### src/rtl/vga_timing_pkg.sv
// Shared types, standard mode constants and geometry helpers for the VGA timing generator.
package vga_timing_pkg;

    typedef struct packed {
        int unsigned sync;
        int unsigned bp;
        int unsigned act;
        int unsigned fp;
    } axis_t;

    // Signals that travel through the output delay line together.
    typedef struct packed {
        logic frame_start;
        logic line_start;
        logic vsync;
        logic hsync;
        logic active;
    } sync_bus_t;

    localparam axis_t VGA640_H      = '{sync: 96, bp: 48, act: 640, fp: 16};
    localparam axis_t VGA640_V      = '{sync: 2, bp: 33, act: 480, fp: 10};
    localparam bit    VGA640_HS_POL = 1'b0;
    localparam bit    VGA640_VS_POL = 1'b0;

    localparam axis_t SVGA800_H      = '{sync: 120, bp: 64, act: 800, fp: 56};
    localparam axis_t SVGA800_V      = '{sync: 6, bp: 23, act: 600, fp: 37};
    localparam bit    SVGA800_HS_POL = 1'b1;
    localparam bit    SVGA800_VS_POL = 1'b1;

    function automatic int axis_total(input int sync, input int bp, input int act, input int fp);
        return sync + bp + act + fp;
    endfunction

endpackage

### src/rtl/vga_delay_line.sv
// Clock-enabled shift register of depth N; N=0 is a plain wire.
module vga_delay_line #(
    parameter int             W       = 1,
    parameter int             N       = 0,
    parameter logic [W-1:0]   RST_VAL = '0
) (
    input  logic         clk,
    input  logic         rst,
    input  logic         ce,
    input  logic [W-1:0] din,
    output logic [W-1:0] dout
);

    if (N == 0) begin : g_bypass
        logic unused_ctrl;
        assign unused_ctrl = &{1'b0, clk, rst, ce};
        assign dout = din;
    end else begin : g_shift
        logic [W-1:0] stage_q [N];
        logic [W-1:0] stage_d [N];

        always_comb begin
            for (int i = 0; i < N; i++) stage_d[i] = stage_q[i];
            if (ce) begin
                stage_d[0] = din;
                for (int i = 1; i < N; i++) stage_d[i] = stage_q[i-1];
            end
        end

        // NOTE: every stage is reset, so the deasserted sync levels appear on the pins immediately.
        always_ff @(posedge clk or posedge rst) begin
            if (rst) begin
                for (int i = 0; i < N; i++) stage_q[i] <= RST_VAL;
            end else begin
                stage_q <= stage_d;
            end
        end

        assign dout = stage_q[N-1];
    end

endmodule

### src/rtl/vga_timing_gen.sv
// Parametrised VGA scan generator: h/v counters, registered sync/enable/position outputs
// and a ce-qualified delay line that aligns sync with downstream pixel read latency.
module vga_timing_gen
    import vga_timing_pkg::*;
#(
    parameter int H_SYNC   = VGA640_H.sync,
    parameter int H_BP     = VGA640_H.bp,
    parameter int H_ACT    = VGA640_H.act,
    parameter int H_FP     = VGA640_H.fp,
    parameter int V_SYNC   = VGA640_V.sync,
    parameter int V_BP     = VGA640_V.bp,
    parameter int V_ACT    = VGA640_V.act,
    parameter int V_FP     = VGA640_V.fp,
    parameter bit HS_POL   = VGA640_HS_POL,
    parameter bit VS_POL   = VGA640_VS_POL,
    parameter int CNT_W    = 11,
    parameter int PIPE_DLY = 0
) (
    input  logic             clk,
    input  logic             rst,
    input  logic             ce,
    output logic [CNT_W-1:0] row,
    output logic [CNT_W-1:0] col,
    output logic             addr_valid,
    output logic             active,
    output logic             hsync,
    output logic             vsync,
    output logic             line_start,
    output logic             frame_start
);

    localparam int H_TOT   = axis_total(H_SYNC, H_BP, H_ACT, H_FP);
    localparam int V_TOT   = axis_total(V_SYNC, V_BP, V_ACT, V_FP);
    localparam int MAX_TOT = (H_TOT > V_TOT) ? H_TOT : V_TOT;

    localparam logic [CNT_W-1:0] H_LAST   = CNT_W'(H_TOT - 1);
    localparam logic [CNT_W-1:0] V_LAST   = CNT_W'(V_TOT - 1);
    localparam logic [CNT_W-1:0] H_SYNC_C = CNT_W'(H_SYNC);
    localparam logic [CNT_W-1:0] V_SYNC_C = CNT_W'(V_SYNC);
    localparam logic [CNT_W-1:0] H_START  = CNT_W'(H_SYNC + H_BP);
    localparam logic [CNT_W-1:0] V_START  = CNT_W'(V_SYNC + V_BP);
    localparam logic [CNT_W-1:0] H_ACT_C  = CNT_W'(H_ACT);
    localparam logic [CNT_W-1:0] V_ACT_C  = CNT_W'(V_ACT);

    localparam sync_bus_t BUS_RST = '{frame_start: 1'b0, line_start: 1'b0,
                                      vsync: ~VS_POL, hsync: ~HS_POL, active: 1'b0};

    if (((MAX_TOT - 1) >> CNT_W) != 0) begin : g_cnt_w_check
        $error("vga_timing_gen: CNT_W=%0d cannot hold %0d", CNT_W, MAX_TOT - 1);
    end
    if (PIPE_DLY < 0 || PIPE_DLY > 7) begin : g_dly_check
        $error("vga_timing_gen: PIPE_DLY=%0d outside 0..7", PIPE_DLY);
    end

    logic             first_q, first_d;
    logic [CNT_W-1:0] h_cnt_q, h_cnt_d;
    logic [CNT_W-1:0] v_cnt_q, v_cnt_d;
    logic [CNT_W-1:0] row_q, row_d;
    logic [CNT_W-1:0] col_q, col_d;
    logic [CNT_W-1:0] col_off, row_off;
    logic             visible;
    sync_bus_t        bus_q, bus_d, bus_dly;

    // NOTE: every signal gets its hold value first, so no path through this block can infer a latch.
    always_comb begin
        first_d = first_q;
        h_cnt_d = h_cnt_q;
        v_cnt_d = v_cnt_q;
        row_d   = row_q;
        col_d   = col_q;
        bus_d   = bus_q;

        // The first enabled cycle after reset presents (0,0) instead of advancing past it.
        if (ce) begin
            first_d = 1'b0;
            if (!first_q) begin
                if (h_cnt_q == H_LAST) begin
                    h_cnt_d = '0;
                    v_cnt_d = (v_cnt_q == V_LAST) ? '0 : v_cnt_q + CNT_W'(1);
                end else begin
                    h_cnt_d = h_cnt_q + CNT_W'(1);
                end
            end
        end

        // Positions before the active window wrap to large values, so one compare per axis suffices.
        col_off = h_cnt_d - H_START;
        row_off = v_cnt_d - V_START;
        visible = (col_off < H_ACT_C) && (row_off < V_ACT_C);

        if (ce) begin
            col_d             = visible ? col_off : '0;
            row_d             = visible ? row_off : '0;
            bus_d.active      = visible;
            bus_d.hsync       = (h_cnt_d < H_SYNC_C) ? HS_POL : ~HS_POL;
            bus_d.vsync       = (v_cnt_d < V_SYNC_C) ? VS_POL : ~VS_POL;
            bus_d.line_start  = (h_cnt_d == '0);
            bus_d.frame_start = (h_cnt_d == '0) && (v_cnt_d == '0);
        end
    end

    always_ff @(posedge clk or posedge rst) begin
        if (rst) begin
            first_q <= 1'b1;
            h_cnt_q <= '0;
            v_cnt_q <= '0;
            row_q   <= '0;
            col_q   <= '0;
            bus_q   <= BUS_RST;
        end else begin
            first_q <= first_d;
            h_cnt_q <= h_cnt_d;
            v_cnt_q <= v_cnt_d;
            row_q   <= row_d;
            col_q   <= col_d;
            bus_q   <= bus_d;
        end
    end

    vga_delay_line #(
        .W       ($bits(sync_bus_t)),
        .N       (PIPE_DLY),
        .RST_VAL (BUS_RST)
    ) u_dly (
        .clk  (clk),
        .rst  (rst),
        .ce   (ce),
        .din  (bus_q),
        .dout (bus_dly)
    );

    assign row         = row_q;
    assign col         = col_q;
    assign addr_valid  = bus_q.active;
    assign active      = bus_dly.active;
    assign hsync       = bus_dly.hsync;
    assign vsync       = bus_dly.vsync;
    assign line_start  = bus_dly.line_start;
    assign frame_start = bus_dly.frame_start;

endmodule

### config.mk
export PLATFORM = sky130hd
export DESIGN_NAME = vga_timing_gen
export DESIGN_NICKNAME = d
export VERILOG_FILES = /design/src/rtl/vga_timing_pkg.sv /design/src/rtl/vga_delay_line.sv /design/src/rtl/vga_timing_gen.sv
export SDC_FILE = /design/constraint.sdc
export NUM_CORES = 1
export LEC_CHECK = 0
export BUFFER_PORTS_ARGS = -buffer_cell sky130_fd_sc_hd__buf_2
export CORE_MARGIN = 1.5
export CORE_UTILIZATION = 59
export CTS_CLUSTER_DIAMETER = 30
export DETAILED_ROUTE_END_ITERATION = 8
export GPL_TIMING_DRIVEN = 0
export PLACE_DENSITY = 0.87
export SLEW_MARGIN = 10
export SYNTH_ARGS = -nofsm -noshare
export SYNTH_HDL_FRONTEND = slang
export SYNTH_HIERARCHICAL = 1
export SYNTH_SLANG_ARGS = --single-unit
### constraint.sdc
create_clock -name clk -period 3.8 [get_ports clk]
set_input_delay 0.38 -clock clk [delete_from_list [all_inputs] [get_ports clk]]
set_output_delay 0.38 -clock clk [all_outputs]
set_load 0.05 [all_outputs]
[Word level (Yosys, flattened, before mapping)]
Index checks and enable logic that the tools add are counted.
Storage, ports and cells
  register bits after elaboration: 50
  latch bits: 0
  RAM bits: 0
  memory bits (read-only): 0
  input port bits: 3
  output and inout port bits: 28
  logic and storage cells: 35
  memories: 0
Operators by class
  $add $sub $neg: 4
  multiply operators: 0
  divide/modulo/power cells: 0
  $lt $le $gt $ge: 4
  equality and inequality tests: 2
  shifts and indexed selects: 0
  multiplexer cells: 11
  bitwise logic cells: 0
  reduce and logical (&&, ||, !) cells: 4
Operator list (count)
  $mux 11: 9
  $add 11x1->11 const B: 2
  $eq 11x10->1 const B: 2
  $logic_not 11->1: 2
  $lt 11x10->1 const B: 1
  $lt 11x2->1 const B: 1
  $lt 11x7->1 const B: 1
  $lt 11x9->1 const B: 1
  $sub 11x6->11 const B: 1
  $sub 11x8->11 const B: 1
  $logic_and 1x1->1: 2
  $mux 1: 2

[Depth between registers and ports, before layout]
Gate-level depths: netlist of run 1.
  word-level depth: 9
  depth in mapped cells: 15
  gate-level depth less buffers: 14

[Cells and area by module]
Netlist of run 1, hierarchy kept.
Modules (own cells, without submodules)
  vga_timing_gen: times used 1, cells each 316, area an instance 3161.8 µm², sequential area each 1255.0 µm²
  vga_delay_line: times used 1, cells each 5, area an instance 37.5 µm², sequential area each 0.0 µm²

[Worst setup path after synthesis of run 1]
Ideal clock, no wire load.
  path kind: reg-to-reg
  from: reg h_cnt_q[0]
  to: reg row_q[6], in the netlist row[6]
  library setup time: 0.148 ns
  data arrival time: 2.949 ns
  required time: 3.652 ns
  path slack: 0.703 ns
  cell stages (with the launch flop): 13
  buffers on the path: 1
  period minus slack after synthesis: 3.097 ns
  cell sequence: dfrtp_1 > ha_1 > nand2_1 > or2_2 > nor2_2 > o21ai_0 > ha_1 > o32ai_2 > a211oi_1 > o21a_1 > o311ai_2 > buf_6 > o32ai_2
On the way
  longest elaborated chain between the ends: 8
  elaborated cells between the ends (all ways): 14
  those cells by class: add/sub: 3; order compare: 2; eq/ne: 1; mux: 7; reduce/logical: 1
Ends and longest elaborated chain
  from (decl): RTL line vga_timing_gen.sv:56  | logic [CNT_W-1:0] h_cnt_q, h_cnt_d;
  from (signal assigned): RTL line vga_timing_gen.sv:112  | h_cnt_q <= h_cnt_d;
  $eq 11x10->1 (*): RTL line vga_timing_gen.sv:77  | if (h_cnt_q == H_LAST) begin
  $mux 11 (*): RTL line vga_timing_gen.sv:77
  $mux 11 (*): RTL line vga_timing_gen.sv:76  | if (!first_q) begin
  $mux 11 (*): RTL line vga_timing_gen.sv:74  | if (ce) begin
  named net v_cnt_d[1]: RTL line vga_timing_gen.sv:57  | logic [CNT_W-1:0] v_cnt_q, v_cnt_d;
  $sub 11x6->11 (*): RTL line vga_timing_gen.sv:88  | row_off = v_cnt_d - V_START;
  $lt 11x9->1: RTL line vga_timing_gen.sv:89  | visible = (col_off < H_ACT_C) && (row_off < V_ACT_C);
  $logic_and 1x1->1: RTL line vga_timing_gen.sv:89
  $mux 11 (*): RTL line vga_timing_gen.sv:93  | row_d = visible ? row_off : '0;
  to (signal assigned): RTL line vga_timing_gen.sv:114  | row_q <= row_d;
  to (decl): RTL line vga_timing_gen.sv:58  | logic [CNT_W-1:0] row_q, row_d;
Mark *: on every way through the listed nets, which the timed path passes. The rest lies on a longest branch.
A chain may end at the register's enable or synchronous reset.

[Worst setup path in the final report of run 1]
  from: reg h_cnt_q[0]
  to: reg col_q[2], in the netlist col[2]
On the way
  longest elaborated chain between the ends: 8
  elaborated cells between the ends (all ways): 14
  those cells by class: add/sub: 3; order compare: 2; eq/ne: 1; mux: 7; reduce/logical: 1
Ends and longest elaborated chain
  $eq 11x10->1: RTL line vga_timing_gen.sv:77
  $mux 11: RTL line vga_timing_gen.sv:77
  $mux 11: RTL line vga_timing_gen.sv:76
  $mux 11: RTL line vga_timing_gen.sv:74
  named net v_cnt_d[0]: RTL line vga_timing_gen.sv:57
  $sub 11x6->11: RTL line vga_timing_gen.sv:88
  $lt 11x9->1: RTL line vga_timing_gen.sv:89
  $logic_and 1x1->1: RTL line vga_timing_gen.sv:89
  $mux 11: RTL line vga_timing_gen.sv:92  | col_d = visible ? col_off : '0;
  to (signal assigned): RTL line vga_timing_gen.sv:115  | col_q <= col_d;
  to (decl): RTL line vga_timing_gen.sv:59  | logic [CNT_W-1:0] col_q, col_d;
The timed path passes the listed nets, and every way through them passes these cells.

==> results of run 1 <==
## per-layer routing
metal	vias to the layer above	wire (um)	share of wire [%]	global-route usage [%]
met5	-	0	0	0
met3	20	576	7.4	4.551
met4	0	223	2.9	11.48
li1	1232	-	-	-
met1	1278	3217	42	37.00
met2	113	3720	48	45.71
## timing repair
action                                 in CTS  in global routing
endpoints found under the hold margin       0                  0
setup endpoints to repair                   0                 20
gates resized for setup                     0                  5
## power groups by stage
stage / combinational (mW) / sequential (mW) / clock [mW]
floorplan: 0.249 / 0.597 / 0
global placement: 0.299 / 0.605 / 0
detailed placement: 0.317 / 0.606 / 0
CTS: 0.320 / 0.595 / 0.319
global route: 0.353 / 0.600 / 0.342
finish: 0.324 / 0.597 / 0.319
## final cells by class
type                       instances  area share [%]
multi-input combinational        230           49.56
tap                               70           2.448
sequential                        50           35.08
buffer                            20           3.183
inverter                          21           2.239
timing repair buffer              31           4.967
clock buffer                       8           2.518
## cell usage in the layout (no fill, tap or decap), drive strengths merged, types with 3 or more instances in the layout
cell type	n
nand4b	3
dfrtp	47
a31oi	4
buf	42
nor2	26
or3	3
dfstp	3
nor3	10
nor2b	5
ha	7
o41ai	11
o32ai	9
xnor2	17
o21a	3
o22ai	3
o21ai	10
nand3	9
o31ai	4
a21oi	9
clkbuf	17
nor4	4
inv	19
xor2	5
mux2i	4
a21o	4
nor4b	3
and3	3
nand2	35
nand4	7
## through the flow
stage               hold WS, ns  setup slack (ns)
floorplan                0.4549            0.7033
global placement         0.4622            0.1012
detailed placement       0.4631            0.1330
CTS                      0.1494           0.09819
global route             0.1706           0.03414
finish                   0.1452            0.2537
## registers in the layout, indices dropped and copies added (netlist names)
name	count
v_cnt_q	11
h_cnt_q	11
col	11
row	11
addr_valid	1
bus_q	4
first_q	1
## worst reg2reg max path: cells and delay by family (launching register included)
kind / cells / cell delay, ns
compound gates: 6 / 1.04
fa+ha+maj: 2 / 0.56
buf+inv: 2 / 0.33
flops: 1 / 0.42
simple gates: 5 / 1.07
## kinds of logic (layout without fill, tap and decap cells)
group | Yosys count | count (layout) | synth area share (%)
flops | 50 | 50 | 39.23
buf+inv | 41 | 80 | 6.062
simple gates | 124 | 124 | 22.72
compound gates | 71 | 71 | 21.04
xor+xnor | 22 | 22 | 6.257
mux | 6 | 6 | 1.955
fa+ha+maj | 7 | 7 | 2.737
## path summary, 6_finish.rpt
kind,startpoint,endpoint,slack [ns],cells after the start
setup reg to reg,h_cnt_q[0],col[2],0.25,15
min in group clk,row[2],row[2],0.48,2
max in group asynchronous,rst,bus_q[2],3.05,3
setup / recovery,h_cnt_q[0],col[2],0.25,15
hold / removal,rst,row[1],0.15,2
hold reg to reg,row[2],row[2],0.48,2
==> reports/results.ini, run 1 <==
[drt]
vias = 2643
drt-initial-drc-count = 235
ant_nets = 0
wl_um = 7737
dr.pass1.iters = 4
viasPerCell = 6.147
wl_per_cell_um = 17.99
route.detailed.drc = 0

[cts]
clock-sinks = 50
ctsHoldBuffers = 0
h-tree-depth = 2
cts_tree = done
cts_setup_buffers = 0
clk_latency_ns = 0.30
clkTransAtPathRegs_ns = 0.09
cts_made_buffers = 5
cts_buffer_depth = 2
cts_root_buf = clkbuf_8

[floorplanning]
fp.dieH_um = 76.64
rows = 26
die_x_um = 76.64
ios = 31
core-area_um2 = 5172
start_util_pct = 61.85
die_area_um2 = 5874

[yosys]
synth_area_leader_cell = dfrtp_1
synth_seq_cells = 50
avgSynthCellArea_um2 = 9.967
synth.yosys.seq_area_share_pct = 39.23
netlist.area_leader.share_pct = 36.76
syn_nets = 331
synth.most_common_cell = dfrtp_1
yosysWarnings = 6
synth_commonest_cells = dfrtp_1 (47), nand2_1 (35), nor2_1 (21), inv_1 (19), xnor2_1 (17)
synth-edff-count = 0
ys_types = 68
synth.area.top_cells = dfrtp_1 (37%), o41ai_2 (5.6%), xnor2_1 (4.7%)
synthCells = 321
synth_flop_cell = dfrtp_1
syn_area_um2 = 3199
async_flop_share_pct = 100.0

[cells_and_area]
finalNonFillerCells = 430
final_util_pct = 69.16
fillers = 355
area_growth_syn_to_layout_pct = 11.81
seq_area_um2 = 1255
finish.instance_area_um2 = 3577
multiInputGateArea_um2 = 1773
diodes = 0
drive_above_1_share_pct = 26.67
nets = 369

[power]
p_int_mw = 0.8254
peakVddDrop_mv = 0.3410
p_switching_mw = 0.4150
total_power_mw = 1.240
clock_power_share_pct = 25.7
power_density_nw_per_um2 = 346.8
p_seq_share_pct = 48.1
pwr-share-comb_pct = 26.1
p_sw_share_pct = 33.46
p_leak_nw = 1.574

[setup_path]
crit_family = simple AND/OR/NAND/NOR gates
critPathMaxFanout = 10
start_kind = register
path_buf_inv = 2
slowest_delay_ns = 0.42
crit_top_cell = nand2_1
path_class = reg2reg
path_cells = ha_1 > nand2_1 > or2_2 > nor2_4 > nand2_1 > nor2_1 > a21oi_2 > inv_1 > ha_2 > o32ai_4 > a211oi_1 > o21a_1 > o311ai_2 > buf_6 > o41ai_2
cp.arrival_ns = 3.73
worstSetupEndpointType = register
crit_required_ns = 3.98
slowest_stage = dfrtp_1

[timing]
period_share_pct = 93.32
max_freq_ghz = 0.2820
maxSlewViolCount = 0
relSlewSlack_pct = 48.64
clock_skew_ns = 0.007509
layout_min_cycle_time_ns = 3.546
rsz0062_at_grt = false
setup_tns_ns = 0
worst_pin_slew_ns = 0.7704
setup_viol = 0
final_hold_viol_count = 0

[grt]
grt-ovfl-total = 0
grt_first_pass_wirelength_um = 12890
antenna_found_initial = 0
grt_start_max_net_pins = 27
track_usage_pct = 27.95
grt_pass1_vias = 2643

[place]
dpl_cell_area_um2 = 3465
io_buffers = 30
dp_cells = 422
gp_congestion = 0.9241
dp_hpwl_um = 5720

[outcome]
status = finished, final reports clean

[flow_run]
max-cap-violations = 0

[worst_hold_path]
worstHoldPathType = in2async

Note: power is estimated with default switching activity, not from simulation.
==> run 2: changes to the inputs <==
--- a/config.mk
+++ b/config.mk
@@ -11,6 +11,7 @@
 export CTS_CLUSTER_DIAMETER = 30
 export DETAILED_ROUTE_END_ITERATION = 8
 export GPL_TIMING_DRIVEN = 0
+export MAX_ROUTING_LAYER = met4
 export PLACE_DENSITY = 0.87
 export SLEW_MARGIN = 10
 export SYNTH_ARGS = -nofsm -noshare
==> reports/results.ini, run 2 (synthesized netlist as in run 1, its figures left out) <==
[cells_and_area]
drive_above_1_share_pct = 27.22  ; +0.56 points
area_growth_syn_to_layout_pct = 12.16
final_util_pct = 69.38  ; +0.22 points
final_common_cell = dfrtp_1
fillers = 362  ; +2.0%
layout_common_cells = dfrtp_1 (47), nand2_1 (35), buf_2 (34), nor2_1 (21), inv_1 (18)
nets = 369  ; unchanged
diodes = 0  ; unchanged
finalNonFillerCells = 430  ; unchanged
finish.instance_area_um2 = 3588  ; +0.31%

[grt]
grt_pass1_vias = 2600  ; -1.6%
grt_start_max_net_pins = 27  ; unchanged
grt-ovfl-total = 0  ; unchanged
grt_first_pass_wirelength_um = 13080  ; +1.5%
antenna_found_initial = 0  ; unchanged
track_usage_pct = 29.36  ; +1.4 points

[place]
io_buffers = 30  ; unchanged
post-place-ws_ns = 0.03398  ; -0.09904 ns
dpl_cell_area_um2 = 3457  ; -0.22%
gp_congestion = 0.9407  ; +1.8%
dp_cells = 422  ; unchanged
dp_hpwl_um = 5684  ; -0.62%

[cts]
h-tree-depth = 2  ; unchanged
cts_made_buffers = 5  ; unchanged
clk_latency_ns = 0.31  ; about the same
cts.repair.resized = 1  ; +1
clkTransAtPathRegs_ns = 0.09  ; about the same
cts_setup_buffers = 0  ; unchanged
clock-sinks = 50  ; unchanged
ctsHoldBuffers = 0  ; unchanged
cts_tree = done
cts_buffer_depth = 2  ; unchanged
cts_root_buf = clkbuf_8

[power]
power_density_nw_per_um2 = 361.8  ; +4.3%
peakVddDrop_mv = 0.3317  ; -2.7%
total_power_mw = 1.298  ; +4.7%
p_leak_nw = 1.584  ; +0.58%

[drt]
ant_nets = 0  ; unchanged
viasPerCell = 6.260  ; +1.9%
dr.pass1.iters = 4  ; unchanged
wl_um = 7858  ; +1.6%
vias = 2692  ; +1.9%
wl_per_cell_um = 18.27  ; +1.6%
drt-initial-drc-count = 214  ; -8.9%
route.detailed.drc = 0  ; unchanged

[setup_path]
r2r-end = col[3]
r2r_slack_ns = 0.16  ; -0.10 ns
path_class = reg2reg
start_kind = register
worstSetupEndpointType = register
crit_required_ns = 3.96  ; -0.02 ns
reg2reg_from = h_cnt_q[0]
crit_end = col[3]
cp.arrival_ns = 3.80  ; +0.07 ns
critPathMaxFanout = 10  ; unchanged
worstSetupStartpoint = h_cnt_q[0]
reg2reg_depth = 13  ; -2

[floorplanning]
core-area_um2 = 5172  ; unchanged
fp.dieH_um = 76.64  ; unchanged
die_x_um = 76.64  ; unchanged
start_util_pct = 61.85  ; unchanged
rows = 26  ; unchanged
ios = 31  ; unchanged
die_area_um2 = 5874  ; unchanged

[timing]
worst_pin_slew_ns = 0.7912  ; +0.02080 ns
relSlewSlack_pct = 47.25  ; -1.4 points
hold_slack_ns = 0.09932  ; -0.04591 ns
rsz0062_at_grt = false
setup_tns_ns = 0  ; unchanged
clock_skew_ns = 0.008419  ; +0.0009097 ns
fin_ws_ns = 0.1574  ; -0.09626 ns
final_hold_viol_count = 0  ; unchanged
max_freq_ghz = 0.2745  ; -2.6%
setup_viol = 0  ; unchanged
layout_min_cycle_time_ns = 3.643  ; +0.09626 ns
maxSlewViolCount = 0  ; unchanged
period_share_pct = 95.86  ; +2.5 points

[flow_run]
max-cap-violations = 0  ; unchanged

[worst_hold_path]
worstHoldPathType = in2async

[outcome]
status = finished, final reports clean

## run 2: cell type report
cell class | instances | area (um2) | share of cell area, %
tap | 70 | 87.58 | 2.441
clock buffer | 5 | 68.82 | 1.918
clock inverter | 3 | 40.04 | 1.116
sequential | 50 | 1255 | 34.97
multi-input combinational | 230 | 1773 | 49.41
buffer | 20 | 113.9 | 3.173
inverter | 21 | 80.08 | 2.232
timing repair buffer | 31 | 170.2 | 4.742
## run 2: worst min-delay path by stage
stage / startpoint / end / slack, ns / cells past startpoint
2_1_floorplan: bus_q[3] / bus_q[3] / 0.45 / 1
3_3_place_gp: row[2] / row[2] / 0.46 / 2
3_5_place_dp: rst / bus_q[4] / 0.45 / 2
4_1_cts: rst / bus_q[4] / 0.11 / 2
5_1_grt: rst / bus_q[3] / 0.16 / 2
6_report: rst / bus_q[3] / 0.1 / 2
## run 2: layer usage
metal	wire length (um)	global-route usage, %	part of all wire (%)
met5	0	-	0
met2	3949	48.66	50
met1	3231	36.83	41
met4	133	10.56	1.7
met3	543	4.192	6.9
## run 2: worst max-delay path, stage by stage, from the launching register on
cell,delay (ns)
dfrtp_1,0.42
ha_1,0.26
nand2_1,0.22
nor2_2,0.29
nand2_1,0.21
a21oi_2,0.27
inv_1,0.13
ha_2,0.28
o32ai_4,0.39
a211oi_1,0.10
o21a_1,0.22
o311ai_2,0.35
buf_6,0.24
o32ai_2,0.10
## run 2: report_power, final
part	internal, mW	total (mW)	leakage (nW)	switching, mW
logic	0.115	0.327	0.853	0.212
clock network	0.194	0.373	0.0579	0.179
registers	0.563	0.599	0.673	0.0354
